## src/rtl/wordcopy_dma_if.sv

```systemverilog
// Bus bundle for wordcopy_dma: CPU register slave plus SDRAM master port.
// The master modport is the engine's view; slave is the surrounding system (CPU + memory).
interface wordcopy_dma_if #(
  parameter int DATA_W = 32,
  parameter int ADDR_W = 32
);
  logic              slave_waitrequest;
  logic [3:0]        slave_address;
  logic              slave_read;
  logic [31:0]       slave_readdata;
  logic              slave_write;
  logic [31:0]       slave_writedata;
  logic              master_waitrequest;
  logic [ADDR_W-1:0] master_address;
  logic              master_read;
  logic [DATA_W-1:0] master_readdata;
  logic              master_readdatavalid;
  logic              master_write;
  logic [DATA_W-1:0] master_writedata;

  modport master (
    output slave_waitrequest, slave_readdata,
    output master_address, master_read, master_write, master_writedata,
    input  slave_address, slave_read, slave_write, slave_writedata,
    input  master_waitrequest, master_readdata, master_readdatavalid
  );

  modport slave (
    input  slave_waitrequest, slave_readdata,
    input  master_address, master_read, master_write, master_writedata,
    output slave_address, slave_read, slave_write, slave_writedata,
    output master_waitrequest, master_readdata, master_readdatavalid
  );
endinterface

```

## src/rtl/wordcopy_dma.sv

```systemverilog
// wordcopy_dma: CPU-programmed copy engine with pipelined reads, read-data FIFO and back-to-back writes.
// Optional fill mode (register 5 pattern, CTRL writedata[1]) is built when WORDCOPY_FILL_EN is defined.
module wordcopy_dma #(
  parameter int DATA_W     = 32,
  parameter int ADDR_W     = 32,
  parameter int FIFO_DEPTH = 8,
  parameter int CNT_W      = 32
) (
  input logic            clk,
  input logic            rst_n,
  wordcopy_dma_if.master bus
);
  localparam int PTR_W = $clog2(FIFO_DEPTH);
  localparam int CW    = PTR_W + 1;
  localparam logic [ADDR_W-1:0] STRIDE = ADDR_W'(DATA_W / 8);

  typedef enum logic [1:0] {IDLE, RUN, DONE} state_t;

  state_t            state;
  logic              done_q;
  logic [31:0]       dst_q, src_q;
  logic [CNT_W-1:0]  num_q;
  logic [CNT_W-1:0]  rd_issued, wr_done;
  logic [CW-1:0]     outstanding, fifo_cnt;
  logic [PTR_W-1:0]  rd_ptr, wr_ptr;
  logic [ADDR_W-1:0] rd_addr, wr_addr;
  logic [DATA_W-1:0] fifo_mem [FIFO_DEPTH];

`ifdef WORDCOPY_FILL_EN
  logic [31:0]       fill_q;
  logic              fill_mode;
`else
  logic              fill_mode;
  assign fill_mode = 1'b0;
`endif

  logic              busy, start, push, pop, rd_acc, wr_acc, cmd_free, can_wr, can_rd;
  logic [CNT_W-1:0]  rd_issued_nx, wr_done_nx;
  logic [CW-1:0]     out_nx, fifo_cnt_nx, cnt_after_pop;
  logic [PTR_W-1:0]  rd_ptr_nx, wr_ptr_nx;
  logic [ADDR_W-1:0] rd_addr_nx, wr_addr_nx;
  logic [DATA_W-1:0] wr_head, wr_data;
  logic [31:0]       rdata;
  logic              unused_slave_read;

  assign unused_slave_read = bus.slave_read;

  assign busy   = (state == RUN);
  assign start  = (state == IDLE) && bus.slave_write && (bus.slave_address == 4'd0);
  assign rd_acc = bus.master_read  && !bus.master_waitrequest;
  assign wr_acc = bus.master_write && !bus.master_waitrequest;
  assign push   = busy && bus.master_readdatavalid;
  assign pop    = wr_acc && !fill_mode;

  // Post-edge view of every counter, so a new command can follow an accept without a bubble
  assign rd_issued_nx = rd_issued + CNT_W'(rd_acc);
  assign wr_done_nx   = wr_done + CNT_W'(wr_acc);
  assign out_nx       = outstanding + CW'(rd_acc) - CW'(push);
  assign cnt_after_pop = fifo_cnt - CW'(pop);
  assign fifo_cnt_nx  = cnt_after_pop + CW'(push);
  assign rd_ptr_nx    = rd_ptr + PTR_W'(pop);
  assign wr_ptr_nx    = wr_ptr + PTR_W'(push);
  assign rd_addr_nx   = rd_acc ? rd_addr + STRIDE : rd_addr;
  assign wr_addr_nx   = wr_acc ? wr_addr + STRIDE : wr_addr;

  assign cmd_free = !(bus.master_read || bus.master_write) || rd_acc || wr_acc;
  assign can_wr   = fill_mode ? (wr_done_nx != num_q) : (fifo_cnt_nx != '0);
  assign can_rd   = !fill_mode && (rd_issued_nx < num_q) &&
                    (({1'b0, out_nx} + {1'b0, fifo_cnt_nx}) < (CW+1)'(FIFO_DEPTH));

  // An empty FIFO being pushed this edge has its head on the bus, not yet in the array
  assign wr_head = (cnt_after_pop == '0) ? bus.master_readdata : fifo_mem[rd_ptr_nx];
`ifdef WORDCOPY_FILL_EN
  assign wr_data = fill_mode ? DATA_W'(fill_q) : wr_head;
`else
  assign wr_data = wr_head;
`endif

  assign bus.slave_waitrequest = bus.slave_write && (bus.slave_address == 4'd0) && (state != DONE);

  always_comb begin
    rdata = '0;
    case (bus.slave_address)
`ifdef WORDCOPY_FILL_EN
      4'd0: rdata = {29'b0, fill_mode, done_q, busy};
      4'd5: rdata = fill_q;
`else
      4'd0: rdata = {30'b0, done_q, busy};
`endif
      4'd1: rdata = dst_q;
      4'd2: rdata = src_q;
      4'd3: rdata = 32'(num_q);
      4'd4: rdata = 32'(wr_done);
      default: rdata = '0;
    endcase
  end
  assign bus.slave_readdata = rdata;

  always_ff @(posedge clk or negedge rst_n) begin
    if (!rst_n) begin
      dst_q  <= '0;
      src_q  <= '0;
      num_q  <= '0;
`ifdef WORDCOPY_FILL_EN
      fill_q <= '0;
`endif
    end else if (bus.slave_write && !busy) begin
      case (bus.slave_address)
        4'd1: dst_q <= bus.slave_writedata;
        4'd2: src_q <= bus.slave_writedata;
        4'd3: num_q <= CNT_W'(bus.slave_writedata);
`ifdef WORDCOPY_FILL_EN
        4'd5: fill_q <= bus.slave_writedata;
`endif
        default: ;
      endcase
    end
  end

  always_ff @(posedge clk) begin
    if (push) fifo_mem[wr_ptr] <= bus.master_readdata;
  end

  always_ff @(posedge clk or negedge rst_n) begin
    if (!rst_n) begin
      state                <= IDLE;
      done_q               <= 1'b0;
      rd_issued            <= '0;
      wr_done              <= '0;
      outstanding          <= '0;
      fifo_cnt             <= '0;
      rd_ptr               <= '0;
      wr_ptr               <= '0;
      rd_addr              <= '0;
      wr_addr              <= '0;
      bus.master_read      <= 1'b0;
      bus.master_write     <= 1'b0;
      bus.master_address   <= '0;
      bus.master_writedata <= '0;
`ifdef WORDCOPY_FILL_EN
      fill_mode            <= 1'b0;
`endif
    end else begin
      case (state)
        IDLE: begin
          if (start) begin
            state       <= RUN;
            done_q      <= 1'b0;
            rd_issued   <= '0;
            wr_done     <= '0;
            outstanding <= '0;
            fifo_cnt    <= '0;
            rd_ptr      <= '0;
            wr_ptr      <= '0;
            rd_addr     <= ADDR_W'(src_q);
            wr_addr     <= ADDR_W'(dst_q);
`ifdef WORDCOPY_FILL_EN
            fill_mode   <= bus.slave_writedata[1];
`endif
          end
        end
        RUN: begin
          rd_issued   <= rd_issued_nx;
          wr_done     <= wr_done_nx;
          outstanding <= out_nx;
          fifo_cnt    <= fifo_cnt_nx;
          rd_ptr      <= rd_ptr_nx;
          wr_ptr      <= wr_ptr_nx;
          rd_addr     <= rd_addr_nx;
          wr_addr     <= wr_addr_nx;
          if (wr_done == num_q) begin
            state  <= DONE;
            done_q <= 1'b1;
          end else if (cmd_free) begin
            // Writes win so the FIFO drains; reads only while credit remains
            bus.master_read  <= 1'b0;
            bus.master_write <= 1'b0;
            if (can_wr) begin
              bus.master_write     <= 1'b1;
              bus.master_address   <= wr_addr_nx;
              bus.master_writedata <= wr_data;
            end else if (can_rd) begin
              bus.master_read    <= 1'b1;
              bus.master_address <= rd_addr_nx;
            end
          end
        end
        DONE:    state <= IDLE;
        default: state <= IDLE;
      endcase
    end
  end
endmodule
```

## src/flat_wrapper.sv

```systemverilog
// flat-port wrapper written by rule: the top's interface ports become plain ports
module wordcopy_dma_flat 
#(
  parameter int DATA_W     = 32,
  parameter int ADDR_W     = 32,
  parameter int FIFO_DEPTH = 8,
  parameter int CNT_W      = 32
)
  (clk, rst_n, bus_slave_waitrequest, bus_slave_readdata, bus_master_address, bus_master_read, bus_master_write, bus_master_writedata, bus_slave_address, bus_slave_read, bus_slave_write, bus_slave_writedata, bus_master_waitrequest, bus_master_readdata, bus_master_readdatavalid);
  wordcopy_dma_if #(.DATA_W(DATA_W), .ADDR_W(ADDR_W)) bus_i ();
  input logic clk;
  input logic rst_n;
  output wire logic [$bits(bus_i.slave_waitrequest)-1:0] bus_slave_waitrequest;
  output wire logic [$bits(bus_i.slave_readdata)-1:0] bus_slave_readdata;
  output wire logic [$bits(bus_i.master_address)-1:0] bus_master_address;
  output wire logic [$bits(bus_i.master_read)-1:0] bus_master_read;
  output wire logic [$bits(bus_i.master_write)-1:0] bus_master_write;
  output wire logic [$bits(bus_i.master_writedata)-1:0] bus_master_writedata;
  input wire logic [$bits(bus_i.slave_address)-1:0] bus_slave_address;
  input wire logic [$bits(bus_i.slave_read)-1:0] bus_slave_read;
  input wire logic [$bits(bus_i.slave_write)-1:0] bus_slave_write;
  input wire logic [$bits(bus_i.slave_writedata)-1:0] bus_slave_writedata;
  input wire logic [$bits(bus_i.master_waitrequest)-1:0] bus_master_waitrequest;
  input wire logic [$bits(bus_i.master_readdata)-1:0] bus_master_readdata;
  input wire logic [$bits(bus_i.master_readdatavalid)-1:0] bus_master_readdatavalid;
  assign bus_slave_waitrequest = bus_i.slave_waitrequest;
  assign bus_slave_readdata = bus_i.slave_readdata;
  assign bus_master_address = bus_i.master_address;
  assign bus_master_read = bus_i.master_read;
  assign bus_master_write = bus_i.master_write;
  assign bus_master_writedata = bus_i.master_writedata;
  assign bus_i.slave_address = bus_slave_address;
  assign bus_i.slave_read = bus_slave_read;
  assign bus_i.slave_write = bus_slave_write;
  assign bus_i.slave_writedata = bus_slave_writedata;
  assign bus_i.master_waitrequest = bus_master_waitrequest;
  assign bus_i.master_readdata = bus_master_readdata;
  assign bus_i.master_readdatavalid = bus_master_readdatavalid;
  wordcopy_dma #(.DATA_W(DATA_W), .ADDR_W(ADDR_W), .FIFO_DEPTH(FIFO_DEPTH), .CNT_W(CNT_W)) u_core (.clk(clk), .rst_n(rst_n), .bus(bus_i));
endmodule
```

## config.mk

```make
export PLATFORM = sky130hd
export DESIGN_NAME = wordcopy_dma_flat
export DESIGN_NICKNAME = d
export VERILOG_FILES = /design/src/rtl/wordcopy_dma_if.sv /design/src/rtl/wordcopy_dma.sv /design/src/flat_wrapper.sv
export SDC_FILE = /design/constraint.sdc
export NUM_CORES = 1
export LEC_CHECK = 0
export BUFFER_PORTS_ARGS = -buffer_cell sky130_fd_sc_hd__buf_2
export CORE_MARGIN = 5
export CORE_UTILIZATION = 60
export DETAILED_ROUTE_END_ITERATION = 16
export PLACE_DENSITY = 0.82
export SLEW_MARGIN = 0
export SYNTH_ARGS = -nofsm -noshare
export SYNTH_HDL_FRONTEND = slang
export SYNTH_SLANG_ARGS = --single-unit
```

## constraint.sdc

```tcl
create_clock -name clk -period 5.7 [get_ports clk]
set_clock_uncertainty 0.2 [all_clocks]
set_input_delay 0.855 -clock clk [delete_from_list [all_inputs] [get_ports clk]]
set_output_delay 0.855 -clock clk [all_outputs]
set_load 0.05 [all_outputs]
```

# Word level (Yosys, flattened, before mapping)
# Memory sizes are Yosys's and may differ from the RTL's.
# Cells that the tools add are included.
dict set report totals {
  regBits 307
  latchBits 0
  ram_bits 256
  mem_bits_ro 0
  wordCells 101
  memories 1
}
# memory depth word_bits read_ports rd_ports_with_merged_regs write_ports line
set memory_table {}
lappend memory_table {u_core.fifo_mem 8 32 1 0 1 wordcopy_dma.sv:27} ;# logic [DATA_W-1:0] fifo_mem [FIFO_DEPTH];
dict set report op_classes {
  n_addsub 11
  multipliers 0
  div 0
  magnitude_cmp 2
  eq_ne 9
  n_shift 0
  n_mux 30
  bitwise 1
  reduce_logical 30
}
# cell count
set op_table {}
lappend op_table {{32-bit 2-to-1 mux} 8}
lappend op_table {{32-bit one-hot mux with 2 select lines} 4}
lappend op_table {{32-bit one-hot mux with 5 select lines} 1}
lappend op_table {{32-bit by 1-bit adder with 32-bit output} 2}
lappend op_table {{32-bit by 3-bit adder with 32-bit output (second input constant)} 2}
lappend op_table {{32-bit equality test} 1}
lappend op_table {{32-bit less-than comparator} 1}
lappend op_table {{4-bit one-hot mux with 2 select lines} 2}
lappend op_table {{3-bit one-hot mux with 2 select lines} 2}
lappend op_table {{2-bit AND reduction} 5}
lappend op_table {{1-bit logical AND} 9}
lappend op_table {{4-bit by 1-bit adder with 4-bit output} 2}
lappend op_table {{4-bit by 2-bit equality test with 1-bit output (second input constant)} 2}
lappend op_table {{4-bit zero test} 2}
lappend op_table {{4-bit AND reduction} 2}
lappend op_table {{4-bit by 1-bit subtractor with 4-bit output} 2}
lappend op_table {{1-bit 2-to-1 mux} 7}
lappend op_table {{3-bit by 1-bit adder with 3-bit output} 2}
lappend op_table {{3-bit AND reduction} 2}
lappend op_table {{4-bit by 4-bit adder with 5-bit output} 1}
lappend op_table {{5-bit by 4-bit less-than comparator with 1-bit output (second input constant)} 1}
lappend op_table {{4-bit by 1-bit equality test with 1-bit output (second input constant)} 1}
lappend op_table {{4-bit by 3-bit equality test with 1-bit output (second input constant)} 1}
lappend op_table {{2-bit 2-to-1 mux} 2}
lappend op_table {{13 further kinds} 19}

# Longest topological paths before layout
dict set report depth {
  depth_word 9
  depth_mapped 20
  mapped_depth_nobuf 17
}

# Worst setup path before layout
# No wires, ideal clock.
dict set report synth_path {
  kind {in2reg}
  start {input port bus_master_waitrequest}
  end {register u_core.bus.master_address[19]}
  setup_ns 0.124
  arrival_time_ns 4.993
  setup_slack_ns 0.383
  path_stages 18
  path_buffers 2
  cell_sequence {nor2b_1 > clkbuf_1 > ha_1 > nand3_1 > nor4_2 > nand4_1 > nor2_1 > nand3_1 > xnor2_1 > ha_1 > nand4_1 > or4_1 > a211oi_1 > a221oi_1 > o211ai_2 > clkbuf_1 > nor3_1 > a211o_1}
}
dict set report synth_between {
  elab_chain_len 9
  elab_cells_between_ends 21
}
# item line
set synth_rtl {}
lappend synth_rtl {{start: declaration} flat_wrapper.sv:23} ;# input wire logic [$bits(bus_i.master_waitrequest)-1:0] bus_master_waitrequest;
lappend synth_rtl {{1-bit zero test *} {wordcopy_dma.sv:50, wordcopy_dma.sv:51}}
lappend synth_rtl {{1-bit logical AND (on tied branches)} {wordcopy_dma.sv:50, wordcopy_dma.sv:51}}
lappend synth_rtl {{4-bit by 1-bit adder with 4-bit output or 4-bit by 1-bit subtractor with 4-bit output (tied branches)} {wordcopy_dma.sv:58, wordcopy_dma.sv:59}}
lappend synth_rtl {{4-bit by 1-bit subtractor with 4-bit output or 4-bit by 1-bit adder with 4-bit output (tied branches)} {wordcopy_dma.sv:58, wordcopy_dma.sv:60}}
lappend synth_rtl {{4-bit by 4-bit adder with 5-bit output} wordcopy_dma.sv:69} ;# (({1'b0, out_nx} + {1'b0, fifo_cnt_nx}) < (CW+1)'(FIFO_DEPTH));
lappend synth_rtl {{5-bit by 4-bit less-than comparator with 1-bit output} wordcopy_dma.sv:69}
lappend synth_rtl {{1-bit logical AND} wordcopy_dma.sv:68} ;# assign can_rd = !fill_mode && (rd_issued_nx < num_q) &&
lappend synth_rtl {{2-bit nonzero test (no source line)} n/a}
lappend synth_rtl {{4-bit AND reduction (no source line)} n/a}
lappend synth_rtl {{end signal: assignment} wordcopy_dma.sv:180} ;# bus.master_address <= wr_addr_nx;
lappend synth_rtl {{end signal: assignment} wordcopy_dma.sv:184} ;# bus.master_address <= rd_addr_nx;
lappend synth_rtl {{end: declaration} wordcopy_dma_if.sv:23} ;# output master_address, master_read, master_write, master_writedata,
# Every way passes the cells marked *; elsewhere a longest branch is shown, timed or not. The select of a mux whose other input is x is not followed.
# A chain may end at the register's enable or synchronous reset.

# Worst setup path in the final report
dict set report layout_path {
  start {register u_core.bus.master_read}
  end {register u_core.bus.master_address[6]}
}
dict set report layout_between {
  elab_chain_len 8
  elab_cells_between_ends 17
}
# item line
set layout_rtl {}
lappend layout_rtl {{start: declaration} wordcopy_dma_if.sv:23}
lappend layout_rtl {{start signal: assignment} wordcopy_dma.sv:136} ;# bus.master_read <= 1'b0;
lappend layout_rtl {{start signal: assignment} wordcopy_dma.sv:176} ;# bus.master_read <= 1'b0;
lappend layout_rtl {{start signal: assignment} wordcopy_dma.sv:183} ;# bus.master_read <= 1'b1;
lappend layout_rtl {{1-bit logical AND} wordcopy_dma.sv:50} ;# assign rd_acc = bus.master_read && !bus.master_waitrequest;
lappend layout_rtl {{4-bit by 1-bit adder with 4-bit output} wordcopy_dma.sv:58} ;# assign out_nx = outstanding + CW'(rd_acc) - CW'(push);
lappend layout_rtl {{4-bit by 1-bit subtractor with 4-bit output} wordcopy_dma.sv:58}
lappend layout_rtl {{4-bit by 4-bit adder with 5-bit output} wordcopy_dma.sv:69}
lappend layout_rtl {{5-bit by 4-bit less-than comparator with 1-bit output} wordcopy_dma.sv:69}
lappend layout_rtl {{1-bit logical AND} wordcopy_dma.sv:68}
lappend layout_rtl {{2-bit nonzero test (no source line)} n/a}
lappend layout_rtl {{4-bit AND reduction (no source line)} n/a}
# Several ways; a longest one is shown, not always the timed one. The select of a mux whose other input is x is not followed.

==> impl_metrics.tcl <==
set metrics [dict create \
    status "finished, final reports clean" \
    dpl.hpwl_um 49800 \
    worstMarginPinSlew_ns 1.18 \
    drc 0 \
    numCtsBuffers 56 \
    synthSimpleGateAreaFrac_pct 11.2 \
    fp.dieH_um 222 \
    leakagePower_nw 12.7 \
    syn-cell-area_sq_um 26900 \
    finalPower_mw 16.9 \
    cts_resized 0 \
    portBuffers 171 \
    dieWidth_um 222 \
    path_class "reg2reg" \
    min_path_type "in2async" \
    period_share_pct 92.2 \
    nNetsFinal 2476 \
    holdWs_ns 0.0722 \
    cp.arrival_ns 5.54 \
    reg2regPathDepth 19 \
    cts_buffer_depth 3 \
    post_cts_buffers 0 \
    drtIter0Drc 2776 \
    syn_inst 2208 \
    p_per_area_nw_per_um2 552 \
    grt_pass1_vias 20156 \
    synth_top_flop_cell "dfrtp_1" \
    hold_viol_final 0 \
    synth_fp_nets 2335 \
    r2r-start "u_core.bus.master_read$_DFFE_PN0P_" \
    die-area_sq_um 49100 \
    rows 77 \
    synth_fa_ha_area_share_pct 2.50 \
    r2r-end "u_core.bus.master_address[6]$_DFFE_PN0P_" \
    synth_edf_count 256 \
    ir_worst_vdd_uv 486 \
    relSlewSlack_pct 20.8 \
    cts.clk_slew.worst_paths_ns 0.06 \
    routed-via-count 19951 \
    synth_xor_xnor_area_share_pct 5.09 \
    first_pass_iters 9 \
    yosysSeqAreaShare_pct 57.2 \
    setup-violations-final 0 \
    grt_start_max_net_pins 117 \
    fmax_mhz 190 \
    slew_viol_final 0 \
    drive_above_1_share_pct 22.2 \
    period_minus_slack_ns 5.25 \
    async_flop_share_pct 54.5 \
    gp_congestion 0.958 \
    end_kind "flop" \
    drv_cap 0 \
    ctsHoldBuffers 0 \
    core_sq_um 44200 \
    ant_nets 0 \
    start_util_pct 60.7 \
    pin_count 173 \
    synth-seq-cells 563 \
    routedWlPerCell_um 26.3 \
    cts_root_buf "clkbuf_16" \
    required_ns 5.99 \
    synth_compound_area_share_pct 9.67 \
    routed_wl_um 78600 \
    clk_latency_ns 0.64 \
    fill_cells 2858 \
    synth.area.top_cells "edfxtp_1 (29%), dfrtp_1 (29%), mux4_2 (5.4%), mux2_2 (4.8%), nand2_1 (4.0%)" \
    seq_area_sq_um 15400 \
    rsz0062_at_grt "false" \
    cts_tree "done" \
    synthDominantCellAreaShare_pct 28.6 \
    grt-ovfl-total 0 \
    start_kind "flop" \
    muxShareOfSynthArea_pct 11.5 \
    area_growth_pct 13.9 \
    grt.total_usage_pct 31.1 \
    synth_warnings 0 \
    ff2ff_setup_slack_ns 0.45 \
    fin_tns_setup_ns 0 \
    grt_pass1_wl_um 120000 \
    htreeDepth 2 \
    avgSynthCellArea_sq_um 12.2 \
    antenna_found_initial 4 \
    worstPathMaxFanout 22 \
    synth_top_cell_by_area "edfxtp_1" \
    numClockSinks 563 \
    synth_top_family_by_area "multiplexers" \
    via_per_inst 6.67 \
    multi_input_area_sq_um 10900 \
    synth_cell_types 72 \
]
state kept, by name, indices dropped and copies added (netlist names):
signal                       count
u_core.bus.master_address       32
u_core.bus.master_read           1
u_core.bus.master_write          1
u_core.bus.master_writedata     32
u_core.done_q                    1
u_core.dst_q                    32
u_core.fifo_cnt                  4
u_core.fifo_mem                256
u_core.num_q                    32
u_core.outstanding               4
u_core.rd_addr                  32
u_core.rd_issued                32
u_core.rd_ptr                    3
u_core.src_q                    32
u_core.state                     2
u_core.wr_addr                  32
u_core.wr_done                  32
u_core.wr_ptr                    3
placed cells by master, fill, tap and decap left out, types with 17 or more instances in the layout:
cell       instances
buf_2            170
nand3_1           61
inv_1             59
xnor2_1           61
edfxtp_1         256
ha_1              50
and3_1            28
o22a_1            41
a21oi_1           76
a31oi_1           17
o21ai_0          134
nor2_1            76
mux2i_1           36
mux4_2            64
xor2_1            94
mux2_2           115
nand2_1          285
a222oi_1          32
clkbuf_16         56
nor4_1            18
dfrtp_1          305
buf_4             46
nand4_1           31
nor3_1            63
synth_stat cells (18+ instances only):
master and instances:
xnor2_1 61, o21ai_0 134, o22a_1 41, nor3_1 66, inv_1 59, a222oi_1 32, buf_1 23, nand3_1 61
edfxtp_1 256, dfrtp_1 307, and3_1 28, nor2_1 84, ha_1 52, mux2_2 115, nor4_1 18, nand2_1 286
xor2_1 95, a21oi_1 76, mux4_2 64, clkbuf_1 100, mux2i_1 36, nand4_1 31
logic make-up (layout without fill, tap and decap cells):
family | count (synthesis) | after routing
and+or+nand+nor | 634 | 634
xor gates and xnor gates | 156 | 156
AOI/OAI and AO/OA | 391 | 391
adders and majority gates | 53 | 53
DFF | 563 | 563
buffers and inverters | 196 | 384
other | 0 | 4
muxes | 215 | 215
worst max-delay path by stage:
stage / startpoint / to / cells past startpoint
global route: u_core.bus.master_read$_DFFE_PN0P_ / u_core.bus.master_address[5]$_DFFE_PN0P_ / 19
CTS: u_core.bus.master_read$_DFFE_PN0P_ / u_core.bus.master_address[5]$_DFFE_PN0P_ / 19
detailed placement: bus_master_waitrequest / u_core.bus.master_address[23]$_DFFE_PN0P_ / 20
finish: u_core.bus.master_read$_DFFE_PN0P_ / u_core.bus.master_address[6]$_DFFE_PN0P_ / 19
floorplan: bus_master_waitrequest / u_core.bus.master_address[19]$_DFFE_PN0P_ / 18
global placement: bus_master_waitrequest / u_core.bus.master_address[10]$_DFFE_PN0P_ / 20
through the flow:
stage          cell area [sq um]  utilization, %  cells  worst slack, ns
2_1_floorplan              26900               -   2208            0.383
3_3_place_gp               28500            64.4   2883            0.278
3_5_place_dp               28500            64.4   2883            0.193
4_1_cts                    30600            69.1   2988            0.542
5_1_grt                    30600            69.2   2990            0.184
6_report                   30600            69.2   2992            0.447
critical path, stage by stage, from the launching register on:
cell,delay [ns]
dfrtp_1,0.56
nor2b_1,0.26
buf_4,0.17
ha_1,0.19
ha_1,0.21
nand2_1,0.09
nor2_1,0.19
nand3_1,0.14
or3_1,0.44
nor2_1,0.19
xor2_1,0.17
ha_1,0.26
nand4_1,0.13
or4_1,0.21
inv_1,0.05
a221oi_1,0.44
o211ai_2,0.23
a21oi_2,0.34
buf_12,0.22
mux2_2,0.36
power by group:
group,switching (mW),leakage [nW],internal (mW)
clock,1.69,1.01,2.47
sequential,0.802,6.16,5.15
combinational,4.28,5.55,2.48
cell type report:
cell class / instances / area share (%)
Tap cell: 592 / 2.42
Clock buffer: 70 / 5.02
Multi-Input combinational cell: 1449 / 35.6
Timing Repair Buffer: 219 / 4.09
Inverter: 60 / 0.736
Sequential cell: 563 / 50.3
Antenna cell: 4 / 0.0327
Clock inverter: 35 / 1.87
metal layers:
layer  vias up  share of wire (%)  GRT usage [%]  wire length [um]
met5         -             0.0089              0                 7
met3       278                9.3           6.51              7340
met4         2                6.9           17.9              5450
met2      1243                 47           49.4             37200
met1      9964                 36           40.2             28600
li1       8464                  -              -                 -
Note: power is estimated with default switching activity, not from simulation.
